<file path="config.mk">
export PLATFORM = sky130hd
export DESIGN_NAME = modport_dut
export DESIGN_NICKNAME = d
export VERILOG_FILES = /design/src/rtl/modport_dut.sv
export SDC_FILE = /design/constraint.sdc
export NUM_CORES = 2
export LEC_CHECK = 0
export BUFFER_PORTS_ARGS = -buffer_cell sky130_fd_sc_hd__clkbuf_2
export CAP_MARGIN = 25
export CORE_MARGIN = 10
export CORE_UTILIZATION = 45
export DETAILED_ROUTE_END_ITERATION = 8
export GPL_ROUTABILITY_DRIVEN = 0
export PLACE_DENSITY = 0.57
export SYNTH_ARGS = -nofsm -noshare
export SYNTH_HDL_FRONTEND = slang
export SYNTH_SLANG_ARGS = --single-unit
</file>
<file path="constraint.sdc">
create_clock -name wr_clk -period 11.1 [get_ports wr_clk]
set_input_delay 0.555 -clock wr_clk [delete_from_list [all_inputs] [get_ports wr_clk]]
set_output_delay 0.555 -clock wr_clk [all_outputs]
set_load 0.005 [all_outputs]
</file>
<file path="src/rtl/modport_dut.sv">
// Single-clock FIFO with registered occupancy/status flags, a sticky overflow flag and
// one-cycle registered read data.
module modport_dut #(
    parameter int unsigned DATA_WIDTH = 32,
    parameter int unsigned ADDR_WIDTH = 6,
    parameter int unsigned AF_MARGIN  = 4
) (
    input  logic                  wr_clk,
    input  logic                  wr_rst,
    input  logic                  wr_clk_en,
    input  logic                  wr_en,
    input  logic [DATA_WIDTH-1:0] wr_data,
    input  logic                  rd_en,
    output logic                  full,
    output logic                  almost_full,
    output logic                  overflow_err,
    output logic [ADDR_WIDTH:0]   wr_occupancy,
    output logic [DATA_WIDTH-1:0] rd_data,
    output logic                  empty
);

    localparam int unsigned DEPTH = 2 ** ADDR_WIDTH;
    localparam int unsigned PW    = ADDR_WIDTH + 1;

    localparam logic [ADDR_WIDTH:0] DEPTH_CNT = PW'(DEPTH);
    localparam logic [ADDR_WIDTH:0] AF_LEVEL  = PW'(DEPTH - AF_MARGIN);
    localparam logic [ADDR_WIDTH:0] ONE       = PW'(1);

    logic [DATA_WIDTH-1:0] mem [DEPTH];
    logic [ADDR_WIDTH:0]   wr_ptr;
    logic [ADDR_WIDTH:0]   rd_ptr;
    logic [ADDR_WIDTH:0]   occ_d;
    logic                  wr_acc;
    logic                  rd_acc;

    always_comb begin
        wr_acc = wr_clk_en && wr_en && !full;
        rd_acc = rd_en && !empty;
        occ_d  = wr_occupancy;
        if (wr_acc && !rd_acc) begin
            occ_d = wr_occupancy + ONE;
        end else if (rd_acc && !wr_acc) begin
            occ_d = wr_occupancy - ONE;
        end
    end

    // Storage is deliberately not reset; stale entries are never reachable by a read.
    always_ff @(posedge wr_clk) begin
        if (wr_acc) begin
            mem[wr_ptr[ADDR_WIDTH-1:0]] <= wr_data;
        end
    end

    always_ff @(posedge wr_clk or posedge wr_rst) begin
        if (wr_rst) begin
            wr_ptr       <= '0;
            rd_ptr       <= '0;
            wr_occupancy <= '0;
            full         <= 1'b0;
            almost_full  <= 1'b0;
            empty        <= 1'b1;
            overflow_err <= 1'b0;
            rd_data      <= '0;
        end else begin
            if (wr_acc) begin
                wr_ptr <= wr_ptr + ONE;
            end
            if (rd_acc) begin
                rd_ptr  <= rd_ptr + ONE;
                rd_data <= mem[rd_ptr[ADDR_WIDTH-1:0]];
            end
            wr_occupancy <= occ_d;
            full         <= (occ_d == DEPTH_CNT);
            almost_full  <= (occ_d >= AF_LEVEL);
            empty        <= (occ_d == '0);
            // A write attempt against a full FIFO latches the error, even if a read frees space.
            if (wr_clk_en && wr_en && full) begin
                overflow_err <= 1'b1;
            end
        end
    end

endmodule

</file>
# Yosys cells after proc, flatten, opt, wreduce, memory -nomap -nowiden

Memories as Yosys holds them, arrays and structs flattened. A register that Yosys moved wholly into a read port is not among the register bits.
Index checks and enable logic that the tools add are counted.

Bits in registers: 25
Bits in writable memories: 2048
Input port bits: 37
Output and inout bits: 43
Memories: 1

Add/subtract/negate cells: 4
Order comparisons: 1
Equal/unequal tests: 1
Muxes and demuxes: 4
Reduce and logical (&&, ||, !) cells: 11

Memory list:

| memory | depth | bits a word | read ports | clocked after Yosys merged registers in | write ports | RTL line | text |
|---|---|---|---|---|---|---|---|
| mem    | 64    | 32          | 1          | 1                                       | 1           | 29       | `logic [DATA_WIDTH-1:0] mem [DEPTH];` |

Operator list:

| cell                | count |
|---|---|
| $add 7x1->7 const B | 3 |
| $mux 7              | 2 |
| $eq 7x7->1 const B  | 1 |
| $ge 7x6->1 const B  | 1 |
| $logic_not 7->1     | 1 |
| $sub 7x1->7 const B | 1 |
| $logic_and 1x1->1   | 6 |
| $logic_not 1->1     | 4 |
| $mux 1              | 2 |

# Depth between registers and ports, before layout

Depth after elaboration: 7
Depth in mapped cells: 12
Depth with buffers taken out: 7

# Worst setup path before layout

Ideal clock, no wire load.

Path type: input to register
Start: in wr_en
End: mem mem[47][0], enable pin
Setup time: 468 ps
Data arrival time: 3796 ps
Data required time: 10632 ps
Setup slack: 6836 ps
Cell stages on the path: 6
Path buffers: 1
Cells stage by stage: and3b_1 buf_4 and2_0 and3_1 nand2_1 nor3b_1

Cells in the longest elaborated chain, start to end: 4

Ends and longest elaborated chain:

| item                            | RTL line | text |
|---|---|---|
| start: declaration              | 11       | `input logic wr_en,` |
| $logic_and 1x1->1 (2 in series) | 37       | `wr_acc = wr_clk_en && wr_en && !full;` |
| $mux 1                          | 49       | `if (wr_acc) begin` |
| $mux 1 (not written as such)    | 50       | `mem[wr_ptr[ADDR_WIDTH-1:0]] <= wr_data;` |
| end: declaration                | 29       |  |

Every way passes these cells.

==> metrics.csv <==
metric;value;unit
status;finished clean;
avgRoutedWirePerCell;33.3;um
dieWidth;444;um
overflow;0;
synthXorXnorAreaFrac;0.173;%
layout.nets;3963;
drc;0;
synth-main-ff-cell;edfxtp_1;
p_leak;28.8;nW
synthDistinctLibCells;64;
clock.fmax;224;MHz
postCtsSetupBuffers;0;
crit_type;reg -> reg;
antenna_found_initial;9;
fin_ws;6.64;ns
synth_edf_count;2048;
start_kind;flop;
dp_hpwl;115;mm
hold_buffers;3;
cp-startpoint;rd_ptr[0];
ys_ff_latch;2103;
cts_tree;yes;
ys_async_sr_fraction;2.62;%
synth_compound_area_share;3.64;%
hold_start;wr_data[23];
grt_first_pass_wirelength;306;mm
die_area;197000;um2
maxSlewHeadroom;31.6;%
synth_nets;3732;
root_buffer;clkbuf_16;
die_y;444;um
post_cts_resized;0;
synthToLayoutAreaGrowth;12.8;%
antenna_left;0;
muxShareOfSynthArea;15.1;%
gr-usage-all-layers;21.6;%
cp_data_arrival_time;5.17;ns
hp-class;in -> reg;
synth_top_family_by_area;multiplexers;
drive_gt1_share;25.2;%
clkTransAtPathRegs;0.06;ns
ctsHtreeMaxLevel;4;
min_to;mem[17][23];
dr.first_iter.drc_count;4622;
reg2reg_depth;9;
r2r_setup_slack;6.64;ns
worstReg2RegEnd;rd_data[3];
start_util;45.3;%
cts.sink_count;2103;
reg2reg_from;rd_ptr[0];
num_rows;155;
grt_pass1_vias;39500;
tightest_slew;1.03;ns
finalCriticalPeriod;4.46;ns
post-route-period-util;40.2;%
synth_top_area_share;76.0;%
grt_max_degree;121;
finalMaxSlewViolations;0;
synthAdderAreaFrac;0.0866;%
vdd_drop_max;174;uV
seq_area_frac_synth;77.7;%
cap_violations;0;
syn_area;80900;um2
avgSynthCellArea;21.9;um2
ios;80;
stdcell_count;6463;
cp_data_required_time;11.81;ns
fin_skew;0.0384;ns
firstDrtPassIters;5;
cts_buffer_depth;3;
synth.area.top_cells;edfxtp_1, mux4_2, mux2i_1;
hold_violations;0;
synth_largest_area_cell;edfxtp_1;
rsz0062_at_grt;no;
synthCells;3691;
pwr_density_cell;238;nW/um2
via_per_inst;6.09;
yosysWarnings;0;
design.core.area;179000;um2
min_path_cells;1;
tns;0;ns
numCtsBuffers;211;
totalWireLength;215;mm
pre_cts_slack;6.61;ns
cp_max_fo;84;
finalSetupViolCount;0;
dp.cells;6059;
io_buffers;79;
end_kind;flop;
synth_simple_gate_area_share;1.42;%
insertion_delay;0.84;ns
vias;39400;
[cells by family (layout without fill, tap and decap cells)]
family	after synthesis	in the layout
multiplexers	694	694
XOR/XNOR	16	16
buffers and inverters	217	627
other	0	7
AO/OA/AOI/OAI	408	408
AND/OR/NAND/NOR	247	247
flip-flops	2103	2103
adder cells (fa/ha/maj)	6	6
[how the worst max path moves through the flow]
stage	end	slack, ns	cells past startpoint
floorplan	mem[47][0]	6.84	6
detailed placement	rd_data[3]	6.61	9
global route	rd_data[3]	6.41	9
global placement	rd_data[3]	6.66	9
finish	rd_data[3]	6.64	9
CTS	rd_data[3]	6.60	9
[flip-flops by register name, indices dropped and copies added, names as in the netlist]
signal,cells
almost_full,1
rd_ptr,6
empty,1
full,1
rd_data,32
wr_ptr,6
mem,2048
wr_occupancy,7
overflow_err,1
[where the power goes]
part	internal [mW]	total, mW	switching, mW
sequential	8.93	9.27	0.335
clock	3.81	6.78	2.97
combinational	2.34	5.67	3.33
total	15.1	21.7	6.64
[synth_stat cells (all sizes together), types with 3 or more instances]
master,instances
mux2i,247
a2111oi,12
nor2,90
o2111ai,6
ha,4
o22ai,65
nor3,3
a21oi,46
mux2,32
nand3,20
a221oi,13
clkbuf,67
a21o,4
nand2,65
mux4,415
a22o,8
o21ai,61
or4,3
xnor2,13
buf,147
a22oi,24
nand4,4
a221o,14
o221ai,54
o31ai,13
nand3b,4
dfrtp,54
and3,3
inv,3
a32oi,19
nand2b,5
and2,7
edfxtp,2048
xor2,3
a211oi,60
or3,4
o211ai,4
nor2b,31
[layout make-up]
| type | instances | area [um2] |
|---|---|---|
| fill | 14000 | 87300 |
| sequential | 2103 | 62900 |
| multi-input combinational | 1371 | 17100 |
| clock buffer | 274 | 5640 |
| tap | 2355 | 2950 |
| timing repair buffer | 232 | 1790 |
| clock inverter | 118 | 898 |
| antenna | 7 | 17.5 |
| inverter | 3 | 12.5 |
[critical path, stage by stage, from the launching register on]
cell       delay [ns]
dfrtp_4          0.92
buf_12           0.60
buf_4            0.59
buf_4            0.55
mux4_2           0.57
mux2i_1          0.16
nor2_1           0.07
a211oi_1         0.26
a2111oi_0        0.13
a221o_1          0.28
[through the flow]
step                utilization, %  instance area (um2)  power [mW]  hold slack (ns)
global placement              47.3                84400        15.1            0.441
detailed placement            47.4                84700        15.1            0.443
global route                  51.1                91300        22.5            0.121
CTS                           51.1                91200        21.9            0.101
finish                        51.1                91300        21.7            0.117
floorplan                        -                80900        13.3            0.460
[per-layer routing]
layer	GRT usage, %	up-vias	wire (um)
met5	0	-	7
met4	5.67	2	5460
met3	3.80	299	15000
met2	34.2	1472	103000
met1	31.1	21500	92300
li1	-	16100	-
[layout by cell type (no fill, tap or decap), types with 54 or more instances in the layout]
master and count:
o22ai_1 65, clkbuf_1 55, buf_4 133, clkbuf_16 215, a211oi_1 59, o221ai_1 54
clkbuf_2 79, edfxtp_1 2048, mux2i_1 247, nor2_4 63, nand2_1 65, mux4_2 395
Note: power is estimated with default switching activity, not from simulation.
